`config.mk`:
```
export PLATFORM = sky130hd
export DESIGN_NAME = shift_sub_div_flat
export DESIGN_NICKNAME = d
export VERILOG_FILES = /design/src/rtl/shift_sub_div_if.sv /design/src/rtl/shift_sub_div.sv /design/src/flat_wrapper.sv
export SDC_FILE = /design/constraint.sdc
export NUM_CORES = 1
export LEC_CHECK = 0
export CORE_UTILIZATION = 50
export DETAILED_ROUTE_END_ITERATION = 8
export PLACE_DENSITY = 0.75
export SLEW_MARGIN = 40
export SYNTH_ARGS = -nofsm -noshare
export SYNTH_HDL_FRONTEND = slang
export SYNTH_SLANG_ARGS = --single-unit
```
`constraint.sdc`:
```
create_clock -name clk -period 4.15 [get_ports clk]
set_input_delay 0.6225 -clock clk [delete_from_list [all_inputs] [get_ports clk]]
set_output_delay 0.6225 -clock clk [all_outputs]
set_load 0.01 [all_outputs]
```
`src/rtl/shift_sub_div_if.sv`:
```
// Operand/result bundle for shift_sub_div: the requester drives the start
// strobe and operands, the divider returns the result, flags and status.
interface shift_sub_div_if;
    logic        parser_done;
    logic [15:0] src1;
    logic [15:0] src2;
    logic [31:0] calc_res;
    logic        div_zero;
    logic        busy;
    logic        div_done;

    modport master (
        output parser_done, src1, src2,
        input  calc_res, div_zero, busy, div_done
    );

    modport slave (
        input  parser_done, src1, src2,
        output calc_res, div_zero, busy, div_done
    );
endinterface

```
`src/rtl/shift_sub_div.sv`:
```
// 16/16 restoring shift-subtract divider, one quotient bit per clock.
// Define DIV_SIGNED_EN for two's-complement operands (truncating division).
module shift_sub_div (
    input  logic                  clk,
    input  logic                  n_rst,
    shift_sub_div_if.slave        bus,
    output logic [1:0]            dbg_state
);
    // Handshake: parser_done is a single-cycle start strobe with src1/src2 valid
    // in the same cycle; it is honoured only in IDLE and ignored otherwise.
    // div_done pulses for one cycle in STOP, when calc_res/div_zero are fresh;
    // they then hold until the next result load. busy is high throughout CALC.

    typedef enum logic [1:0] {
        IDLE = 2'd0,
        CALC = 2'd1,
        STOP = 2'd2
    } state_t;

    state_t      state_q, state_d;
    logic [3:0]  cnt_q;
    logic [15:0] dvd_q;   // dividend, shifted out MSB-first; quotient shifts in
    logic [15:0] dvs_q;
    logic [15:0] rem_q;

    logic [16:0] trial;
    logic [16:0] diff;
    logic        take;
    logic [15:0] rem_nxt;
    logic [15:0] dvd_nxt;
    logic [15:0] cap_dvd;
    logic [15:0] cap_dvs;
    logic [15:0] res_q;
    logic [15:0] res_r;

    assign dbg_state = state_q;

    // One restoring iteration; diff[16] set means the trial was below the divisor.
    assign trial   = {rem_q, dvd_q[15]};
    assign diff    = trial - {1'b0, dvs_q};
    assign take    = ~diff[16];
    assign rem_nxt = take ? diff[15:0] : trial[15:0];
    assign dvd_nxt = {dvd_q[14:0], take};

`ifdef DIV_SIGNED_EN
    logic q_neg_q;
    logic r_neg_q;

    // Magnitude of -32768 wraps to 16'h8000, which is correct as unsigned.
    function automatic logic [15:0] mag(input logic [15:0] v);
        return v[15] ? (~v + 16'd1) : v;
    endfunction

    assign cap_dvd = mag(bus.src1);
    assign cap_dvs = mag(bus.src2);
    assign res_q   = q_neg_q ? (~dvd_nxt + 16'd1) : dvd_nxt;
    assign res_r   = r_neg_q ? (~rem_nxt + 16'd1) : rem_nxt;

    always_ff @(posedge clk or negedge n_rst) begin
        if (!n_rst) begin
            q_neg_q <= 1'b0;
            r_neg_q <= 1'b0;
        end else if (state_q == IDLE && bus.parser_done) begin
            q_neg_q <= bus.src1[15] ^ bus.src2[15];
            r_neg_q <= bus.src1[15];
        end
    end
`else
    assign cap_dvd = bus.src1;
    assign cap_dvs = bus.src2;
    assign res_q   = dvd_nxt;
    assign res_r   = rem_nxt;
`endif

    always_ff @(posedge clk or negedge n_rst) begin
        if (!n_rst) state_q <= IDLE;
        else        state_q <= state_d;
    end

    always_comb begin
        state_d      = state_q;
        bus.busy     = 1'b0;
        bus.div_done = 1'b0;
        case (state_q)
            IDLE: begin
                if (bus.parser_done)
                    state_d = (bus.src2 == 16'd0) ? STOP : CALC;
            end
            CALC: begin
                bus.busy = 1'b1;
                if (cnt_q == 4'd15) state_d = STOP;
            end
            STOP: begin
                bus.div_done = 1'b1;
                state_d      = IDLE;
            end
            default: state_d = IDLE;
        endcase
    end

    always_ff @(posedge clk or negedge n_rst) begin
        if (!n_rst) begin
            cnt_q        <= 4'd0;
            dvd_q        <= 16'd0;
            dvs_q        <= 16'd0;
            rem_q        <= 16'd0;
            bus.calc_res <= 32'd0;
            bus.div_zero <= 1'b0;
        end else begin
            case (state_q)
                IDLE: begin
                    if (bus.parser_done) begin
                        cnt_q <= 4'd0;
                        rem_q <= 16'd0;
                        dvd_q <= cap_dvd;
                        dvs_q <= cap_dvs;
                        if (bus.src2 == 16'd0) begin
                            bus.calc_res <= {bus.src1, 16'hFFFF};
                            bus.div_zero <= 1'b1;
                        end
                    end
                end
                CALC: begin
                    cnt_q <= cnt_q + 4'd1;
                    dvd_q <= dvd_nxt;
                    rem_q <= rem_nxt;
                    if (cnt_q == 4'd15) begin
                        bus.calc_res <= {res_r, res_q};
                        bus.div_zero <= 1'b0;
                    end
                end
                default: ;
            endcase
        end
    end
endmodule

```
`src/flat_wrapper.sv`:
```
// flat-port wrapper written by rule: the top's interface ports become plain ports
module shift_sub_div_flat 
  (clk, n_rst, dbg_state, bus_parser_done, bus_src1, bus_src2, bus_calc_res, bus_div_zero, bus_busy, bus_div_done);
  shift_sub_div_if bus_i ();
  input  logic clk;
  input  logic n_rst;
  output logic [1:0] dbg_state;
  input wire logic [$bits(bus_i.parser_done)-1:0] bus_parser_done;
  input wire logic [$bits(bus_i.src1)-1:0] bus_src1;
  input wire logic [$bits(bus_i.src2)-1:0] bus_src2;
  output wire logic [$bits(bus_i.calc_res)-1:0] bus_calc_res;
  output wire logic [$bits(bus_i.div_zero)-1:0] bus_div_zero;
  output wire logic [$bits(bus_i.busy)-1:0] bus_busy;
  output wire logic [$bits(bus_i.div_done)-1:0] bus_div_done;
  assign bus_i.parser_done = bus_parser_done;
  assign bus_i.src1 = bus_src1;
  assign bus_i.src2 = bus_src2;
  assign bus_calc_res = bus_i.calc_res;
  assign bus_div_zero = bus_i.div_zero;
  assign bus_busy = bus_i.busy;
  assign bus_div_done = bus_i.div_done;
  shift_sub_div u_core (.clk(clk), .n_rst(n_rst), .bus(bus_i), .dbg_state(dbg_state));
endmodule
```
==> run summary <==
status = complete, no violations
Yosys Warn Count = 0
Avg Inst Size Synth = 9.42 um^2
Die W = 97.3 um
ANT cells = 0
clock skew = 0.0166 ns
number of buffers created by CTS = 9
Async S/R FF share, synth = 1.00
CTS tree = done
share of post-route cells with drive strength above 1 = 0.0599
Area growth, synth to finish = 23.0%
initial antenna violation count = 0
Avg WL per Cell = 17.7 um
Total Neg Setup Slack = 0 ns
Post-synth EDFFs = 0
Synth Cell Area = 4540 um^2
Worst EP required = 3.53 ns
Worst-Margin Slew = 0.684 ns
IO Count = 72
WHS = 0.296 ns
LEAKAGE = 0.00238 uW
clk_lat worst skew = 0.36 ns
WP data arrival = 2.36 ns
clock sink count = 87
Setup Viol. Count Final = 0
PD cells = 946 nW/um^2
final RePlAce weighted congestion = 0.851
core area = 8760 um^2
Most used DFF post-synth = dfrtp_1
Net Count, Synth = 535
overall routing resource usage = 0.252
crit path max fanout = 21
top-area cell type share of the netlist area = 0.479
CTS max path bufs = 2
Max rail drop VDD = 0.000452 V
remaining global-route overflow = 0
cells after synthesis = 482
total wire length = 11700 um
drt first pass iters = 5
Final min period = 2.99 ns
most common cell after layout, fill and taps aside = dfrtp_1
Die H = 97.3 um
detailed-route via count = 3863
IO Port Bufs = 71
Worst-path clk slew = 0.10 ns
FF-to-FF Start = u_core.dvd_q[15]$_DFFE_PN0P_
wire length of the first global-routing pass = 19100 um
nets = 600
DR iter-0 viols = 284
Tcrit/Tclk final = 0.719
register area share after synthesis = 0.479
standard-cell row count = 34
largest area contributor in the synthesized netlist = dfrtp_1
MaxCap Viol Count = 0
flops & latches, synth = 87
worst reg-to-reg setup slack = 1.26 ns
RR Endpoint = u_core.bus.calc_res[20]$_DFFE_PN0P_
Layout Utilization = 0.637
count of cell types in the netlist = 53
WS Path Type = reg2out
# hold bufs at CTS = 0
Initial Utilization = 0.518
Final HPWL DP = 8120 um
vias per cell = 5.86
Worst path slowest cell = dfrtp_1
H-tree Lvls = 3
startpoint types = flop
fmax = 335 MHz
pin count of the biggest net entering global routing = 88
Post-CTS Setup Inserts = 0
final hold violations = 0
RSZ-0062 raised after global routing = no
min-delay worst type = in2async
vias in the first global route = 3786
CTS resizes = 0
Post-route DRC = 0
remaining antenna violation count after routing = 0
total power draw = 5290 uW
Worst R2R Path Depth = 12
Cell Chain, Critical Path = nand2b_1, clkinv_1, clkdlybuf4s50_1
CP peak stage delay = 0.77 ns
nature of the critical path endpoint = output pin
slew margin rel. = 0.544
CTS Root Cell = clkbuf_8
Cell Area, Placed = 5340 um^2
cell area after layout = 5590 um^2
Slew Viols, Final = 0
most frequent cells in the layout = dfrtp_1 (87), clkdlybuf4s50_1 (70), nand2_1 (59), o21ai_0 (51), a21oi_1 (40)
die area = 9470 um^2
main area contributors after synthesis = dfrtp_1 (48%), o21ai_0 (5.6%), nand2_1 (4.9%), ha_1 (4.7%), a21oi_1 (4.4%)
cell type report:
class                   instances  area, um^2
flip-flops and latches         87        2180
inverters                      22        82.6
clock inverters                 6         116
multi-input cells             346        2160
repair buffers                 81         790
fillers                       757        3180
clock buffers                   9         124
well taps                     108         135
routing by layer:
metal	GRT usage	vias up	routed length [um]
li1	-	1851	-
met1	0.349	1903	5330
met2	0.418	99	5720
met3	0.0288	10	481
met4	0.0769	0	141
met5	0	-	0
cells in the mapped netlist, types with 2 or more instances:
master,n
a211oi_1,2
a21boi_0,2
a21o_1,3
a21oi_1,40
a21oi_2,2
a22o_1,3
a22oi_1,15
and2_1,2
and3_1,3
buf_6,2
clkbuf_1,22
dfrtp_1,87
ha_1,17
inv_1,20
mux2i_1,8
nand2_1,59
nand2b_1,4
nand3_1,13
nand4_1,3
nor2_1,23
nor2b_1,18
nor4_1,4
o2111ai_1,2
o211ai_1,6
o21a_1,5
o21ai_0,51
o21ai_1,2
o21bai_1,3
o22a_1,17
o22ai_1,5
o31ai_1,4
o32ai_1,2
xnor2_1,12
xor2_1,2
worst max path at each step:
stage | from | endpoint | slack (ns) | cells past startpoint
finish | u_core.dbg_state[0]$_DFFE_PN0P_ | bus_busy | 1.16 | 3
global route | u_core.dvd_q[15]$_DFFE_PN0P_ | u_core.bus.calc_res[22]$_DFFE_PN0P_ | 1.03 | 12
CTS | u_core.dbg_state[0]$_DFFE_PN0P_ | bus_busy | 1.18 | 3
detailed placement | u_core.dvd_q[15]$_DFFE_PN0P_ | u_core.bus.calc_res[20]$_DFFE_PN0P_ | 1.26 | 12
global placement | bus_src2[14] | u_core.bus.calc_res[18]$_DFFE_PN0P_ | 1.35 | 9
floorplan | u_core.dvd_q[15]$_DFFE_PN0P_ | u_core.bus.calc_res[31]$_DFFE_PN0P_ | 1.72 | 11
critical path, delay by kind of cell (launching register included):
| family | cells | cell delay [ns] |
|---|---|---|
| simple gates | 1 | 0.52 |
| flops | 1 | 0.77 |
| buf+inv | 2 | 0.72 |
flip-flops by register name, indices dropped and copies added (netlist names):
register,count
u_core.cnt_q,4
u_core.dvs_q,16
u_core.bus.calc_res,32
u_core.rem_q,16
u_core.dvd_q,16
u_core.dbg_state,2
u_core.bus.div_zero,1
cells by family (layout without fill, tap and decap cells):
group,Yosys count,in the layout,share of synthesized area
AND/OR/NAND/NOR,135,135,0.138
adder cells (fa/ha/maj),18,18,0.0512
flip-flops,87,87,0.479
XOR/XNOR,14,14,0.0270
buffers and inverters,49,118,0.0449
AO/OA/AOI/OAI,171,171,0.242
multiplexers,8,8,0.0176
stage by stage:
step | setup slack [ns] | cells
after floorplan | 1.72 | 482
after global routing | 1.03 | 659
after global placement | 1.35 | 644
after detailed placement | 1.26 | 644
final | 1.16 | 659
after CTS | 1.18 | 659
power by group:
part	internal, uW	switching (uW)	leakage, uW	total (uW)
Combinational	1330	1670	0.00120	3000
Clock	402	319	0.000120	721
Sequential	1270	298	0.00106	1560
Total	3000	2280	0.00238	5290
No activity file was read; power rests on OpenSTA's default activity.
